===== config.mk =====
export PLATFORM = sky130hd
export DESIGN_NAME = alu_cp_buffer
export DESIGN_NICKNAME = d
export VERILOG_FILES = /design/src/rtl/sys_defs.sv /design/src/rtl/alu_cp_buffer.sv
export SDC_FILE = /design/constraint.sdc
export NUM_CORES = 1
export LEC_CHECK = 0
export ABC_CLOCK_PERIOD_IN_PS = 18100
export BUFFER_PORTS_ARGS = -buffer_cell sky130_fd_sc_hd__buf_2
export CAP_MARGIN = 20
export CORE_ASPECT_RATIO = 1.4
export CORE_MARGIN = 5
export CORE_UTILIZATION = 58
export DETAILED_ROUTE_END_ITERATION = 7
export PLACE_DENSITY_LB_ADDON = 0.05
export SKIP_CTS_REPAIR_TIMING = 1
export SLEW_MARGIN = 10
export SYNTH_ARGS = -nofsm -noshare
export SYNTH_HDL_FRONTEND = slang
export SYNTH_SLANG_ARGS = --single-unit

===== constraint.sdc =====
create_clock -name clock -period 18.1 [get_ports clock]
set_clock_uncertainty 0.1 [all_clocks]
set_input_delay 4.525 -clock clock [delete_from_list [all_inputs] [get_ports clock]]
set_output_delay 4.525 -clock clock [all_outputs]
set_load 0.03 [all_outputs]

===== src/rtl/sys_defs.sv =====
// Shared pipeline packet types for the execute/complete boundary.
// EX_CP_PACKET carries one functional-unit result toward the CDB.
package sys_defs;

   localparam int XLEN      = 32;
   localparam int PRF_IDX_W = 6;
   localparam int ROB_IDX_W = 5;

   typedef struct packed {
      logic [XLEN-1:0]      npc;
      logic [XLEN-1:0]      value;
      logic [PRF_IDX_W-1:0] tag;
      logic [ROB_IDX_W-1:0] rob_idx;
      logic                 take_branch;
      logic                 halt;
      logic                 valid;
   } EX_CP_PACKET;

   typedef struct packed {
      logic [PRF_IDX_W-1:0] tag;
      logic [XLEN-1:0]      value;
      logic                 valid;
   } CDB_PACKET;

endpackage


===== src/rtl/alu_cp_buffer.sv =====
// Per-ALU result FIFO between execute and cp_stage: holds ungranted results
// in order and back-pressures issue when full.
module alu_cp_buffer
   import sys_defs::*;
#(
   parameter int DEPTH = 2
) (
   input  logic                       clock,
   input  logic                       reset,
   input  EX_CP_PACKET                ex_packet_in,
   input  logic                       cp_stall_in,
   input  logic                       squash_in,
   output EX_CP_PACKET                ex_cp_packet_out,
   output logic                       stall_out,
   output logic [$clog2(DEPTH+1)-1:0] count_out
);

   localparam int PTR_W = $clog2(DEPTH);
   localparam int CNT_W = $clog2(DEPTH+1);

   EX_CP_PACKET        mem [DEPTH];
   logic [PTR_W-1:0]   head;
   logic [PTR_W-1:0]   tail;
   logic [CNT_W-1:0]   count;
   logic               full;
   logic               empty;
   logic               enq;
   logic               deq;

   // Handshake: upstream offers ex_packet_in.valid and may only do so while
   // stall_out is 0; the head is consumed on a cycle where it is valid and
   // cp_stall_in is 0. Both flags derive from registers, so no loop forms.
   assign full      = (count == CNT_W'(DEPTH));
   assign empty     = (count == '0);
   assign stall_out = full;
   assign count_out = count;

   assign ex_cp_packet_out = empty ? '0 : mem[head];

   assign enq = ex_packet_in.valid && !full && !squash_in;
   assign deq = !empty && !cp_stall_in && !squash_in;

   // DEPTH is a power of two, so the pointers wrap by plain overflow.
   always_ff @(posedge clock or posedge reset) begin
      if (reset) begin
         head  <= '0;
         tail  <= '0;
         count <= '0;
         for (int i = 0; i < DEPTH; i++) begin
            mem[i] <= '0;
         end
      end else if (squash_in) begin
         head  <= '0;
         tail  <= '0;
         count <= '0;
      end else begin
         if (enq) begin
            mem[tail] <= ex_packet_in;
            tail      <= tail + 1'b1;
         end
         if (deq) begin
            head <= head + 1'b1;
         end
         case ({enq, deq})
            2'b10:   count <= count + 1'b1;
            2'b01:   count <= count - 1'b1;
            default: count <= count;
         endcase
      end
   end

   // A squashed input is discarded anyway, so only flag live offers.
   always @(posedge clock) begin
      if (!reset && !squash_in) begin
         assert (!(ex_packet_in.valid && full))
            else $warning("alu_cp_buffer: input offered while full, packet dropped");
      end
   end

endmodule


==> results.cfg, run 1 <==
[final_layout]
nFillCells = 898
drive_above_1_share = 0.517
fin_nets = 764
fin_cells = 846
area_growth_syn_to_layout_pct = 21.7
final_util = 0.715

[clock_network]
cts_tree = yes
htreeDepth = 4
cts.clk_slew.worst_paths_ps = 60
worstSkewPairLatency_ps = 410
root_buffer = clkbuf_16
clock-sinks = 160
cts_buffer_depth = 2
cts_buffers = 17

[grt]
gr-usage-all-layers = 0.213
first_global_vias = 5118
gr-total-overflow = 0
grt_max_degree = 89
antenna_found_initial = 2
grt_pass1_wl_mm = 25.3

[sta]
setup_violations = 0
setup_tns_ps = 0
finalCritPeriodShare = 0.398
worst_pin_slew_ps = 973
rsz0062_at_grt = false
period_minus_slack_ps = 7210
holdWs_ps = 369
slew_violations = 0
max_freq_ghz = 0.139
relSlewSlack = 0.351
hold_viol_final = 0

[route]
wl_per_cell_um = 18.1
drtIter0Drc = 183
ant_nets = 0
viasPerCell = 5.44
dr.pass1.iters = 4
post-route-drc-count = 0
vias = 4604
routed_wl_mm = 15.3

[yosys]
synth_edf_count = 0
syn_avg_cell_area_um2 = 13.6
synth_flop_cell = dfrtp_1
synth_seq_cells = 160
syn_inst = 528
yosysSeqAreaShare = 0.556
yosysUniqueCellTypes = 23
syn_area_um2 = 7200
yosysWarningCount = 0
synth_fp_nets = 610
async_flop_share = 1.00

[setup_path]
r2r_start = count_out[1]
arrival_ps = 2580
critPathLaunchType = flip-flop
ff2ff_path_depth = 4
r2r_setup_slack_ps = 15280
reg2reg_to = mem[8]
required_ps = 13480
setup.worst_path.class = flip-flop to output port
critPathMaxFanout = 56
end_kind = output port

[die]
die_y_um = 142
die_w_um = 104
core_area_um2 = 12300
ios = 163
rows = 48
dieArea_um2 = 14800
start_util = 0.587

[power_and_ir_drop]
peakVddDrop_mv = 0.0742
powerDensity_nw_per_um2 = 127
p_leak_nw = 4.09
p_total_mw = 1.11

[worst_hold_path]
whs_endpoint = mem[78]
hold_depth = 1
hold_start = mem[78]
hold_path_class = flip-flop to flip-flop

[place]
portBuffers = 162
gp_congestion = 0.764
dp.cells = 812
dp_hpwl_mm = 10.1

[status]
outcome = complete, no violations

[job]
cap_violations = 0
-- worst max-delay path, cell delays in order, from the launching register on --
cell	delay (ps)
dfrtp_4	710
buf_4	820
mux2i_1	310
nor2_1	70
buf_2	200
-- worst max-delay path by stage --
stage / from / slack (ps) / to
2_1_floorplan: reset / 9160 / count_out[0]
4_1_cts: head / 10860 / ex_cp_packet_out[46]
6_report: head / 10890 / ex_cp_packet_out[46]
5_1_grt: head / 10770 / ex_cp_packet_out[55]
3_3_place_gp: head / 11320 / ex_cp_packet_out[37]
3_5_place_dp: head / 11310 / ex_cp_packet_out[46]
-- Yosys cell counts, drive strengths merged, types with 2 or more instances --
master  count  share of area
mux2i      78           0.11
inv         2         0.0010
nor2       80          0.042
a21oi       3         0.0021
nand3       2         0.0014
nand2b      2         0.0017
o21ai       3         0.0021
buf        26          0.019
mux2      154           0.25
or3         2         0.0017
clkbuf      8         0.0042
dfrtp     160           0.56
-- cell families (layout without fill, tap and decap cells) --
family | Yosys count | count (layout) | synth area share
and+or+nand+nor | 92 | 92 | 0.0532
AOI/OAI and AO/OA | 8 | 8 | 0.00626
other | 0 | 2 | 0
muxes | 232 | 232 | 0.359
DFF | 160 | 160 | 0.556
buffers and inverters | 36 | 202 | 0.0247
-- stage by stage --
step,worst slack [ps],instance area (µm²)
final,10890,8760
after global routing,10770,8760
after detailed placement,11310,8100
after CTS,10860,8720
after global placement,11320,8100
after floorplan,9160,7200
-- cell usage in the layout, fill, tap and decap left out --
cell type,instances
nor2b_1,1
clkinv_4,1
nor2_1,79
buf_2,162
nand3_1,2
buf_4,6
a31oi_1,1
buf_16,1
nor4_4,1
nand2_1,1
or3_1,2
nor2_4,1
clkbuf_8,1
or2_2,1
a21oi_1,3
diode_2,2
clkbuf_16,17
or4b_4,1
bufinv_16,4
mux2_4,19
dfrtp_1,159
clkbuf_1,1
o21ai_0,3
a211o_1,1
and3b_1,1
inv_1,1
dfrtp_4,1
mux2_2,135
mux2i_1,78
nand2b_1,2
clkinvlp_4,5
inv_6,3
-- report_power, final --
part / switching [mW] / internal [mW]
registers: 0.0467 / 0.443
logic: 0.123 / 0.121
clock network: 0.141 / 0.235
-- metal layers --
| layer | GRT usage | vias to the layer above | routed length, µm | part of all wire |
|---|---|---|---|---|
| met1 | 0.256 | 2331 | 6170 | 0.40 |
| met4 | 0.0696 | 0 | 226 | 0.015 |
| li1 | - | 2150 | - | - |
| met3 | 0.0696 | 16 | 869 | 0.057 |
| met2 | 0.363 | 107 | 8050 | 0.53 |
| met5 | 0 | - | 0 | 0 |
-- area by class of cell --
class / count / area, µm² / area share
inverter: 2 / 12.5 / 0.00143
clock buffer: 19 / 443 / 0.0506
sequential: 160 / 4010 / 0.458
clock inverter: 12 / 184 / 0.0210
antenna: 2 / 5.00 / 0.000572
multi-input combinational: 332 / 3030 / 0.346
timing repair buffer: 169 / 883 / 0.101
tap: 150 / 188 / 0.0214
-- state kept, by name, indices dropped and copies added (netlist names) --
name       flops
count_out      2
head           1
mem          156
tail           1
(Power assumes the default switching activity.)
==> run 2, diff against run 1 <==
Settings changed: ABC_CLOCK_PERIOD_IN_PS 18100 to 6300, CORE_UTILIZATION 58 to 49.
Clock period 18.1 ns to 6.3 ns, I/O delays scaled along.
==> results.cfg, run 2 (synthesis results as in run 1) <==
[setup_path]
setup.worst_path.class = flip-flop to output port
r2r_start = count_out[1]
end_kind = output port
critPathLaunchType = flip-flop
reg2reg_to = mem[38]
arrival_ps = 2610
worstSetupStartpoint = head
ff2ff_path_depth = 4
required_ps = 4620
endpoint = ex_cp_packet_out[5]
critPathMaxFanout = 58
r2r_setup_slack_ps = 3430

[sta]
rsz0062_at_grt = false
slew_violations = 0
relSlewSlack = 0.295
period_minus_slack_ps = 4280
worst_pin_slew_ps = 1060
setup_tns_ps = 0
finalCritPeriodShare = 0.680
max_freq_ghz = 0.233
hold_viol_final = 0
setup_violations = 0

[clock_network]
root_buffer = clkbuf_16
cts_tree = yes
worstSkewPairLatency_ps = 410
clock-sinks = 160
cts.clk_slew.worst_paths_ps = 60
htreeDepth = 4
cts_buffer_depth = 2
cts_buffers = 17

[grt]
antenna_found_initial = 3
grt_max_degree = 115
grt_pass1_wl_mm = 25.6
gr-usage-all-layers = 0.186
first_global_vias = 5056
gr-total-overflow = 0

[final_layout]
final_cell_mix = buf_2 (162), dfrtp_1 (159), mux2_2 (135)
fin_nets = 764
largest_register_ffs = 156
drive_above_1_share = 0.512
area_growth_syn_to_layout_pct = 21.5
final_util = 0.606
largest_register = mem
fin_cells = 883
mostFrequentLayoutCell = buf_2

[job]
cap_violations = 0

[place]
gp_congestion = 0.781
dp.cells = 851
portBuffers = 162
dp_hpwl_mm = 10.5

[status]
outcome = complete, no violations

[route]
viasPerCell = 5.17
dr.pass1.iters = 4
routed_wl_mm = 15.7
vias = 4569
ant_nets = 0
drtIter0Drc = 170
post-route-drc-count = 0
wl_per_cell_um = 17.8

[die]
core_area_um2 = 14400
die_y_um = 153
ios = 163
die_w_um = 112
dieArea_um2 = 17200
start_util = 0.498
rows = 52

[power_and_ir_drop]
p_leak_nw = 4.08
powerDensity_nw_per_um2 = 355
peakVddDrop_mv = 0.215

[worst_hold_path]
hold_path_class = flip-flop to flip-flop
run 2: changes by cell type in the layout (fill, tap and decap cells not counted), sizes merged:
cell	delta
clkbuf	+3
clkinv	+2
clkinvlp	-4
bufinv	-1
inv	-2
run 2: final cells by class:
cell class              count  area (µm²)
fillers                  1252        5700
flip-flops and latches    160        4010
multi-input cells         332        3030
repair buffers            169         883
clock buffers              22         454
well taps                 189         236
clock inverters             7         113
inverters                   2        12.5
diodes                      2        5.00
run 2: where the power goes:
| group | switching [mW] | internal [mW] |
|---|---|---|
| sequential | 0.144 | 1.27 |
| combinational | 0.344 | 0.348 |
| clock | 0.374 | 0.625 |
| total | 0.862 | 2.25 |
run 2: layer usage:
metal / track usage / share of wire
met1: 0.224 / 0.41
met2: 0.316 / 0.51
met3: 0.0633 / 0.057
met4: 0.0561 / 0.015
met5: 0 / 0.00089
run 2: how the worst min path moves through the flow:
stage | from | to | cells past startpoint
after detailed placement | mem[16] | mem[16] | 1
after global routing | mem[110] | mem[110] | 1
after CTS | mem[16] | mem[16] | 1
after floorplan | mem[0] | mem[0] | 1
final | mem[16] | mem[16] | 1
after global placement | mem[77] | mem[77] | 1
run 2: worst max-delay path, stage by stage (launching register included):
cell,delay (ps)
dfrtp_4,1100
buf_4,510
mux2i_1,260
nor2_1,50
buf_2,190
run 2: stage by stage:
| stage | hold slack (ps) | power (mW) | setup WS (ps) | instance area (µm²) |
|---|---|---|---|---|
| after global routing | 419 | 3.27 | 1880 | 8740 |
| after floorplan | 334 | 1.93 | 305 | 7200 |
| final | 401 | 3.11 | 2020 | 8750 |
| after global placement | 386 | 2.10 | 2480 | 8150 |
| after detailed placement | 394 | 2.14 | 2440 | 8150 |
| after CTS | 407 | 3.15 | 1970 | 8710 |
==> run 3, diff against run 2 <==
Settings changed: ABC_AREA set to 1, ABC_CLOCK_PERIOD_IN_PS 6300 to 4400, CORE_UTILIZATION 49 to 54.
Clock period 6.3 ns to 4.4 ns, I/O delays scaled along.
==> results.cfg, run 3 <==
[status]
outcome = complete, no violations

[yosys]
ys_top_cells_by_count = nand2_1 (322), dfrtp_1 (160), o21ai_0 (112)
synth_fp_nets = 959
synth_seq_cells = 160
synth_flop_cell = dfrtp_1
syn_inst = 877
syn_avg_cell_area_um2 = 8.07
synth_area_leaders = dfrtp_1 (57%), nand2_1 (17%), o21ai_0 (7.9%), a21oi_1 (5.6%), inv_1 (4.6%)
synth_most_common_cell = nand2_1
async_flop_share = 1.00
yosysUniqueCellTypes = 20
syn_area_um2 = 7080
synth_edf_count = 0
synth_top_area_frac = 0.565
yosysWarningCount = 0
yosysSeqAreaShare = 0.565
synth_top_area_cell = dfrtp_1

[setup_path]
endpoint = ex_cp_packet_out[41]
ff2ff_path_depth = 8
cp_num_cells = 4
slowest_delay_ps = 680
critPathLaunchType = flip-flop
critical-path-top-delay-family = buffers and inverters
worstSetupStartpoint = head
critPathMaxFanout = 80
end_kind = output port
path_buf_inv = 2
slowest_stage = buf_4
r2r_start = count_out[0]
arrival_ps = 2180
r2r_setup_slack_ps = 2090
worstPathCellList = buf_4 -> nand2_1 -> a21oi_1 -> buf_2
required_ps = 3200
setup.worst_path.class = flip-flop to output port
reg2reg_to = mem[142]

[die]
core_area_um2 = 12900
dieArea_um2 = 15500
start_util = 0.550
ios = 163
rows = 49
die_w_um = 107
die_y_um = 145

[route]
wl_per_cell_um = 14.1
routed_wl_mm = 16.5
viasPerCell = 5.05
ant_nets = 0
dr.pass1.iters = 4
drtIter0Drc = 326
vias = 5932
post-route-drc-count = 0

[clock_network]
worstSkewPairLatency_ps = 410
root_buffer = clkbuf_16
clock-sinks = 160
cts_buffers = 17
cts_tree = yes
cts_buffer_depth = 2
htreeDepth = 4
cts.clk_slew.worst_paths_ps = 60

[final_layout]
drive_above_1_share = 0.205
antenna_cells = 0
final_cell_mix = nand2_1 (322), buf_2 (162), dfrtp_1 (159)
multi_input_area_um2 = 2470
mostFrequentLayoutCell = nand2_1
ff_latch_area_um2 = 4010
largest_register_ffs = 156
fin_nets = 1090
largest_register = mem
nFillCells = 1163
final_util = 0.659
area_growth_syn_to_layout_pct = 19.9

[sta]
max_freq_ghz = 0.295
setup_tns_ps = 0
worst_pin_slew_ps = 964
holdWs_ps = 353
rsz0062_at_grt = false
hold_viol_final = 0
finalCritPeriodShare = 0.769
relSlewSlack = 0.358
slew_violations = 0
period_minus_slack_ps = 3380
setup_violations = 0

[grt]
grt_pass1_wl_mm = 27.8
grt_max_degree = 140
antenna_found_initial = 0
gr-usage-all-layers = 0.218
gr-total-overflow = 0
first_global_vias = 5752

[power_and_ir_drop]
powerDensity_nw_per_um2 = 732
p_leak_nw = 4.53
peakVddDrop_mv = 0.570

[place]
dp_hpwl_mm = 10.2
portBuffers = 162
gp_congestion = 0.750

[job]
cap_violations = 0

[worst_hold_path]
hold_path_class = flip-flop to flip-flop
-- run 3: stage by stage --
| stage | area, µm² | power [mW] | std cells | worst slack (ps) |
|---|---|---|---|---|
| 2_1_floorplan | 7080 | 4.20 | 877 | 1170 |
| 3_3_place_gp | 7940 | 4.89 | 1142 | 1470 |
| 3_5_place_dp | 7940 | 4.94 | 1142 | 1480 |
| 4_1_cts | 8490 | 6.29 | 1174 | 1040 |
| 5_1_grt | 8490 | 6.67 | 1174 | 820 |
| 6_report | 8490 | 6.22 | 1174 | 1020 |
-- run 3: metal layers --
metal | track usage | share of wire | wire [µm]
met1 | 0.302 | 0.46 | 7580
met2 | 0.348 | 0.48 | 7960
met3 | 0.0466 | 0.044 | 729
met4 | 0.0633 | 0.015 | 247
met5 | 0 | 0 | 0
-- run 3: power by group --
group	leakage (nW)	internal, mW	total, mW	switching (mW)
Sequential	1.98	2.06	2.38	0.318
Clock	0.248	0.754	1.33	0.573
Combinational	2.30	0.743	2.51	1.77
Total	4.53	3.56	6.22	2.66
-- run 3: final cells by class --
class,instances,share of cell area
clock buffer,21,0.0542
clock inverter,11,0.0100
inverter,88,0.0394
multi-input combinational,570,0.291
sequential,160,0.472
tap,153,0.0226
timing repair buffer,171,0.111
-- run 3: tightest hold or removal path, delay by kind of cell (launching register included) --
kind / cells / cell delay [ps]
flops: 1 / 320
simple gates: 1 / 50
buf+inv: 1 / 50
-- run 3: how the worst min path moves through the flow --
stage / startpoint / end / slack, ps / depth (start not counted)
2_1_floorplan: mem[0] / mem[0] / 320 / 2
3_3_place_gp: mem[0] / mem[0] / 330 / 2
3_5_place_dp: mem[0] / mem[0] / 340 / 2
4_1_cts: mem[0] / mem[0] / 360 / 2
5_1_grt: mem[0] / mem[0] / 390 / 2
6_report: mem[0] / mem[0] / 350 / 2
-- run 3: cells by family (layout without fill, tap and decap cells) --
group / after synthesis / after routing / synth area share
buffers and inverters: 147 / 291 / 0.0876
flip-flops: 160 / 160 / 0.565
AO/OA/AOI/OAI: 236 / 236 / 0.167
AND/OR/NAND/NOR: 334 / 334 / 0.180
